File: config.mk
export PLATFORM = sky130hd
export DESIGN_NAME = uart_tx
export DESIGN_NICKNAME = d
export VERILOG_FILES = /design/src/rtl/uart_tx.sv
export SDC_FILE = /design/constraint.sdc
export NUM_CORES = 1
export LEC_CHECK = 0
export CORE_UTILIZATION = 53
export DETAILED_ROUTE_END_ITERATION = 10
export PLACE_DENSITY = 0.77
export SLEW_MARGIN = 20
export SYNTH_ARGS = -nofsm -noshare
export SYNTH_HDL_FRONTEND = slang
export SYNTH_SLANG_ARGS = --single-unit
File: constraint.sdc
create_clock -name clk -period 1.9 [get_ports clk]
set_input_delay 0.285 -clock clk [delete_from_list [all_inputs] [get_ports clk]]
set_output_delay 0.285 -clock clk [all_outputs]
set_load 0.02 [all_outputs]
File: src/rtl/uart_tx.sv
// 8N1-style UART transmitter: one frame per accepted send request, with
// started/done pulses that pace the upstream data sender.
module uart_tx #(
  parameter int CLKS_PER_BIT = 16,
  parameter int DATA_BITS    = 8
) (
  input  logic                 clk,
  input  logic                 rst,
  input  logic [DATA_BITS-1:0] data_in,
  input  logic                 send,
  output logic                 tx,
  output logic                 busy,
  output logic                 transmission_started,
  output logic                 transmission_done
);

  localparam int CNT_W = $clog2(CLKS_PER_BIT);

  localparam logic [1:0] IDLE  = 2'd0;
  localparam logic [1:0] START = 2'd1;
  localparam logic [1:0] DATA  = 2'd2;
  localparam logic [1:0] STOP  = 2'd3;

  localparam logic [CNT_W-1:0] CNT_LAST = CNT_W'(CLKS_PER_BIT - 1);
  localparam logic [2:0]       IDX_LAST = 3'(DATA_BITS - 1);

  logic [1:0]           state_q, state_d;
  logic [DATA_BITS-1:0] shift_q, shift_d;
  logic [CNT_W-1:0]     cnt_q, cnt_d;
  logic [2:0]           idx_q, idx_d;
  logic                 tx_q, tx_d;
  logic                 busy_q, busy_d;
  logic                 started_q, started_d;
  logic                 done_q, done_d;
  logic                 bit_end;

  assign bit_end = (cnt_q == CNT_LAST);

  // Pulses default low every cycle; only the transition that owns them raises them.
  always_comb begin
    state_d   = state_q;
    shift_d   = shift_q;
    cnt_d     = cnt_q;
    idx_d     = idx_q;
    tx_d      = tx_q;
    busy_d    = busy_q;
    started_d = 1'b0;
    done_d    = 1'b0;

    if (state_q == IDLE) begin
      if (send) begin
        shift_d   = data_in;
        state_d   = START;
        cnt_d     = '0;
        tx_d      = 1'b0;
        busy_d    = 1'b1;
        started_d = 1'b1;
      end else begin
        tx_d = 1'b1;
      end
    end else begin
      cnt_d = cnt_q + CNT_W'(1);
      if (bit_end) begin
        cnt_d = '0;
        case (state_q)
          START: begin
            state_d = DATA;
            idx_d   = '0;
            tx_d    = shift_q[0];
          end
          DATA: begin
            // The next bit is taken from shift_q[1] so it lands on tx together with the shift.
            if (idx_q < IDX_LAST) begin
              shift_d = shift_q >> 1;
              idx_d   = idx_q + 3'd1;
              tx_d    = shift_q[1];
            end else begin
              state_d = STOP;
              tx_d    = 1'b1;
            end
          end
          STOP: begin
            state_d = IDLE;
            busy_d  = 1'b0;
            done_d  = 1'b1;
          end
          default: state_d = IDLE;
        endcase
      end
    end
  end

  always_ff @(posedge clk or posedge rst) begin
    if (rst) begin
      state_q   <= IDLE;
      shift_q   <= '0;
      cnt_q     <= '0;
      idx_q     <= '0;
      tx_q      <= 1'b1;
      busy_q    <= 1'b0;
      started_q <= 1'b0;
      done_q    <= 1'b0;
    end else begin
      state_q   <= state_d;
      shift_q   <= shift_d;
      cnt_q     <= cnt_d;
      idx_q     <= idx_d;
      tx_q      <= tx_d;
      busy_q    <= busy_d;
      started_q <= started_d;
      done_q    <= done_d;
    end
  end

  assign tx                   = tx_q;
  assign busy                 = busy_q;
  assign transmission_started = started_q;
  assign transmission_done    = done_q;

endmodule

After elaboration in Yosys (flattened, before gate mapping)
Cells that the tools add are included.
Widths: inputs -> output; s select.
{ "op_classes": {"n_eq_ne": 7, "n_bitwise": 1, "reduce_logical": 12, "addsub": 2, "order_cmp": 1, "n_mux": 29} }
{ "op_table": {"columns": ["op", "n"], "rows": [
  ["$mux 8", 5],
  ["$mux 1", 13],
  ["$mux 4", 3],
  ["$reduce_bool 2->1", 5],
  ["$mux 2", 4],
  ["$reduce_and 4->1", 2],
  ["$pmux 3 s2", 1],
  ["$reduce_and 3->1", 2],
  ["$add 4x1->4 const B", 1],
  ["$eq 2x2->1 const B", 2],
  ["$eq 4x4->1 const B", 1],
  ["$ne 2x2->1 const B", 2],
  ["$pmux 2 s2", 1],
  ["$add 3x1->3 const B", 1],
  ["$lt 3x3->1 const B", 1],
  ["$mux 3", 1],
  ["$ne 3x3->1 const B", 1],
  ["$reduce_bool 3->1", 1],
  ["$eq 2x1->1 const B", 1],
  ["$logic_not 2->1", 1],
  ["$pmux 1 s2", 1],
  ["$reduce_and 2->1", 1],
  ["$not 1->1", 1]
]} }
{ "totals": {"out_inout_bits": 4, "regBits": 21} }

Longest topological paths before layout
{ "logic_depth": {"depth_word": 5, "mapped_depth": 7, "ltp_nobuf": 5} }

Least setup slack after synthesis
No wires, ideal clock.
{ "synth_timing": {"path_type": "register to register", "startpoint": "register state_q[0]", "endpoint": "register shift_q[0]", "stages_incl_launch_ff": 6, "setup_slack_ns": 0.166, "t_required_ns": 1.775, "t_arrival_ns": 1.609, "setup_time_ns": 0.125, "n_path_buf": 0, "cell_sequence": "dfrtp_1 -> inv_1 -> ha_1 -> and4b_1 -> a211oi_4 -> mux2_2"} }
{ "synth_via": {"elab_chain_cells": 3, "elab_cells_between_ends": 8} }
{ "synth_lines": {"columns": ["element", "line_no", "text"], "rows": [
  ["start, declared", "27", "logic [1:0] state_q, state_d;"],
  ["start signal, assigned", "104", "state_q <= state_d;"],
  ["$eq 2x2->1 / $logic_not 2->1 (equally long branches)", "65, 50", null],
  ["$reduce_bool 2->1 (no line) / $ne 2x2->1 (equally long branches)", null, null],
  ["$reduce_and 4->1 (no line)", null, null],
  ["end signal, assigned", "105", "shift_q <= shift_d;"],
  ["end, declared", "28", "logic [DATA_BITS-1:0] shift_q, shift_d;"]
]} }
Parallel ways exist; a longest one is shown, timed or not.
A chain may end at the register's enable or synchronous reset.

Final worst setup path
{ "layout_timing": {"startpoint": "register state_q[1]", "endpoint": "register shift_q[3]"} }
Same word-level chain as after synthesis.

==> impl_metrics.yaml <==
die:
  io_pins: 15
  die_x_um: 47.8
  die_h_um: 47.8
  initial_core_util_pct: 56.8
  coreArea_um2: 1960
  dieArea_um2: 2290
  rows: 16
final_layout:
  finalNetCount: 144
  syn_to_final_growth_pct: 24.7
  fillers: 169
  layout-drive-gt1-share_pct: 26.8
  diodes: 0
  fin_area_um2: 1390
pwr:
  ir_drop_v: 0.000927
  fin_total_pwr_w: 0.00204
  power.leakage_nw: 0.635
  p_per_area_nw_per_um2: 1470
yosys:
  synth.avg_cell_area_um2: 11.1
  synth_top_area_share_pct: 44.9
  synth_cell_types: 30
  synth_warnings: 0
  yosys_register_bits: 21
  synth_enable_flop_cells: 0
  synth.largest_area_cell: "dfrtp_1"
  synth.area.top_cells: "dfrtp_1, mux2_2, ha_1"
  ys_top_cells_by_count: "dfrtp_1, mux2_2, inv_1"
  synthesis.area_um2: 1110
  ys_seq_area_share_pct: 47.3
  synth_top_flop_cell: "dfrtp_1"
  ys_async_sr_fraction_pct: 100
  yosysMostFrequentCell: "dfrtp_1"
  synthCells: 100
  synth_nets: 116
setup_path:
  required_ps: 2100
  path_cells: "inv_1, ha_2, buf_4, nor2_1, a211oi_4, buf_4, mux2_2"
  cpLargestDelayFamily: "flip-flops"
  crit_start: "state_q[1]$_DFFE_PP0P_"
  path_buf_inv: 3
  end_kind: "register"
  worstSetupPathType: "reg2reg"
  critPathSlowestCell: "dfrtp_1"
  start_kind: "register"
  timing.rr.start: "state_q[1]$_DFFE_PP0P_"
  crit_top_cell: "buf_4"
  worstPathMaxFanout: 6
  critical-path-max-stage-delay_ps: 450
  critPathArrivalTime_ps: 2000
detailed_routing:
  via_per_inst: 5.31
  drt-pass1-iter-count: 4
  routedWlPerCell_um: 13.5
  drt_iter0_markers: 19
  drc: 0
  wl_um: 2070
  vias: 818
  ant_nets: 0
global_routing:
  grt_pass1_wl_um: 3290
  grt_max_degree: 22
  grt-ovfl-total: 0
  antenna_found_initial: 0
  track_usage_pct: 21.2
  grt_pass1_vias: 774
timing:
  maxSlewViolCount: 0
  slew_headroom_pct: 76.1
  setup_viol_count_final: 0
  rsz0062_at_grt: "false"
  hold_viol: 0
  finalClockSkew_ps: 5.38
  tightest_slew_ps: 356
  period_share_pct: 94.4
  min_period_ps: 1790
  max_freq_mhz: 557
clock_tree:
  htreeDepth: 1
  clock_latency_ps: 310
  cts_tree: "built"
  cts_root_buffer: "clkbuf_4"
  cts.sinks: 21
  hold_buffers: 0
  cts_buffers: 3
  clock_path_buffers: 2
  clkTransAtPathRegs_ps: 120
run:
  cap_viol_max_count: 0
placed_design:
  routabilityCongestion: 0.817
  hpwlAfterDp_um: 1570
  placed_cell_area_um2: 1350
  io_buffers: 14
run_status:
  status: "complete, no violations"
min_path:
  hp-class: "in2async"
routing by layer:
metal / global-route usage [%] / part of all wire [%]
met5: 0 / 0
met1: 26.4 / 45
met3: 3.40 / 2.2
met2: 35.7 / 51
met4: 10.0 / 1.3
registers in the layout, summed over array words and instances (netlist names):
| register | count |
|---|---|
| idx_q | 3 |
| transmission_started | 1 |
| busy | 1 |
| shift_q | 8 |
| transmission_done | 1 |
| tx | 1 |
| state_q | 2 |
| cnt_q | 4 |
cells by family after synthesis:
group	after synthesis	share of synthesized area, %
AO/OA/AOI/OAI	23	14.5
AND/OR/NAND/NOR	21	11.5
flip-flops	21	47.3
multiplexers	15	15.1
buffers and inverters	14	5.28
adder cells (fa/ha/maj)	5	5.62
XOR/XNOR	1	0.787
what timing repair did:
| action | 4_1_cts | 5_1_grt |
|---|---|---|
| gates resized for setup | 0 | 1 |
| endpoints found under the setup margin | 7 | 7 |
| setup buffers | 2 | 0 |
| cloned | 0 | 0 |
| pin swaps | 1 | 0 |
report_power, final:
group	internal [W]	leakage [nW]	total, W	switching [W]
sequential	0.000639	0.262	0.000781	0.000142
clock	0.0000821	0.0150	0.000220	0.000138
combinational	0.000555	0.358	0.00104	0.000484
placed cells by master, fill, tap and decap left out, drive strengths merged:
cell type and n:
dfrtp 20, mux2 14, clkdlybuf4s50 14, buf 12, inv 11, nand2 7
o21ai 6, nand3 5, ha 5, clkbuf 4, o22ai 3, a21oi 3
nor2 3, o31ai 2, a31oi 2, and4 1, and3 1, a21boi 1
mux2i 1, nor4b 1, o41ai 1, nand2b 1, a41oi 1, nand4b 1
and4b 1, a211oi 1, o2bb2ai 1, a32oi 1, xnor2 1, o21a 1
dfstp 1
metrics by stage:
step	util, %	instances	setup TNS (ps)	hold WS [ps]	worst slack, ps
floorplan	-	100	0	261	166
global placement	68.6	148	0	488	29.8
detailed placement	68.6	148	-140	497	-26.2
CTS	70.7	154	0	276	67.6
global route	70.8	154	0	357	26.1
finish	70.8	154	0	278	106
path summary, 6_finish.rpt:
| path | to | cells after the start | slack, ps |
|---|---|---|---|
| max | shift_q[3]$_DFFE_PP0P_ | 7 | 110 |
| min | shift_q[7]$_DFFE_PP0P_ | 3 | 280 |
| max reg2reg | shift_q[3]$_DFFE_PP0P_ | 7 | 110 |
| min reg2reg | tx$_DFFE_PP1P_ | 2 | 520 |
| max in group asynchronous | tx$_DFFE_PP1P_ | 3 | 1350 |
| min in group clk | tx$_DFFE_PP1P_ | 2 | 520 |
tightest hold or removal path, delay by kind of cell:
family	cells	cell delay (ps)
buffers and inverters	3	700
area by class of cell:
class | instances | area (µm²) | share of cell area [%]
tap | 27 | 33.8 | 2.43
clock buffer | 4 | 26.3 | 1.89
multi-input combinational | 65 | 531 | 38.2
timing repair buffer | 26 | 230 | 16.6
inverter | 11 | 41.3 | 2.97
sequential | 21 | 527 | 37.9
(Power assumes the default switching activity.)
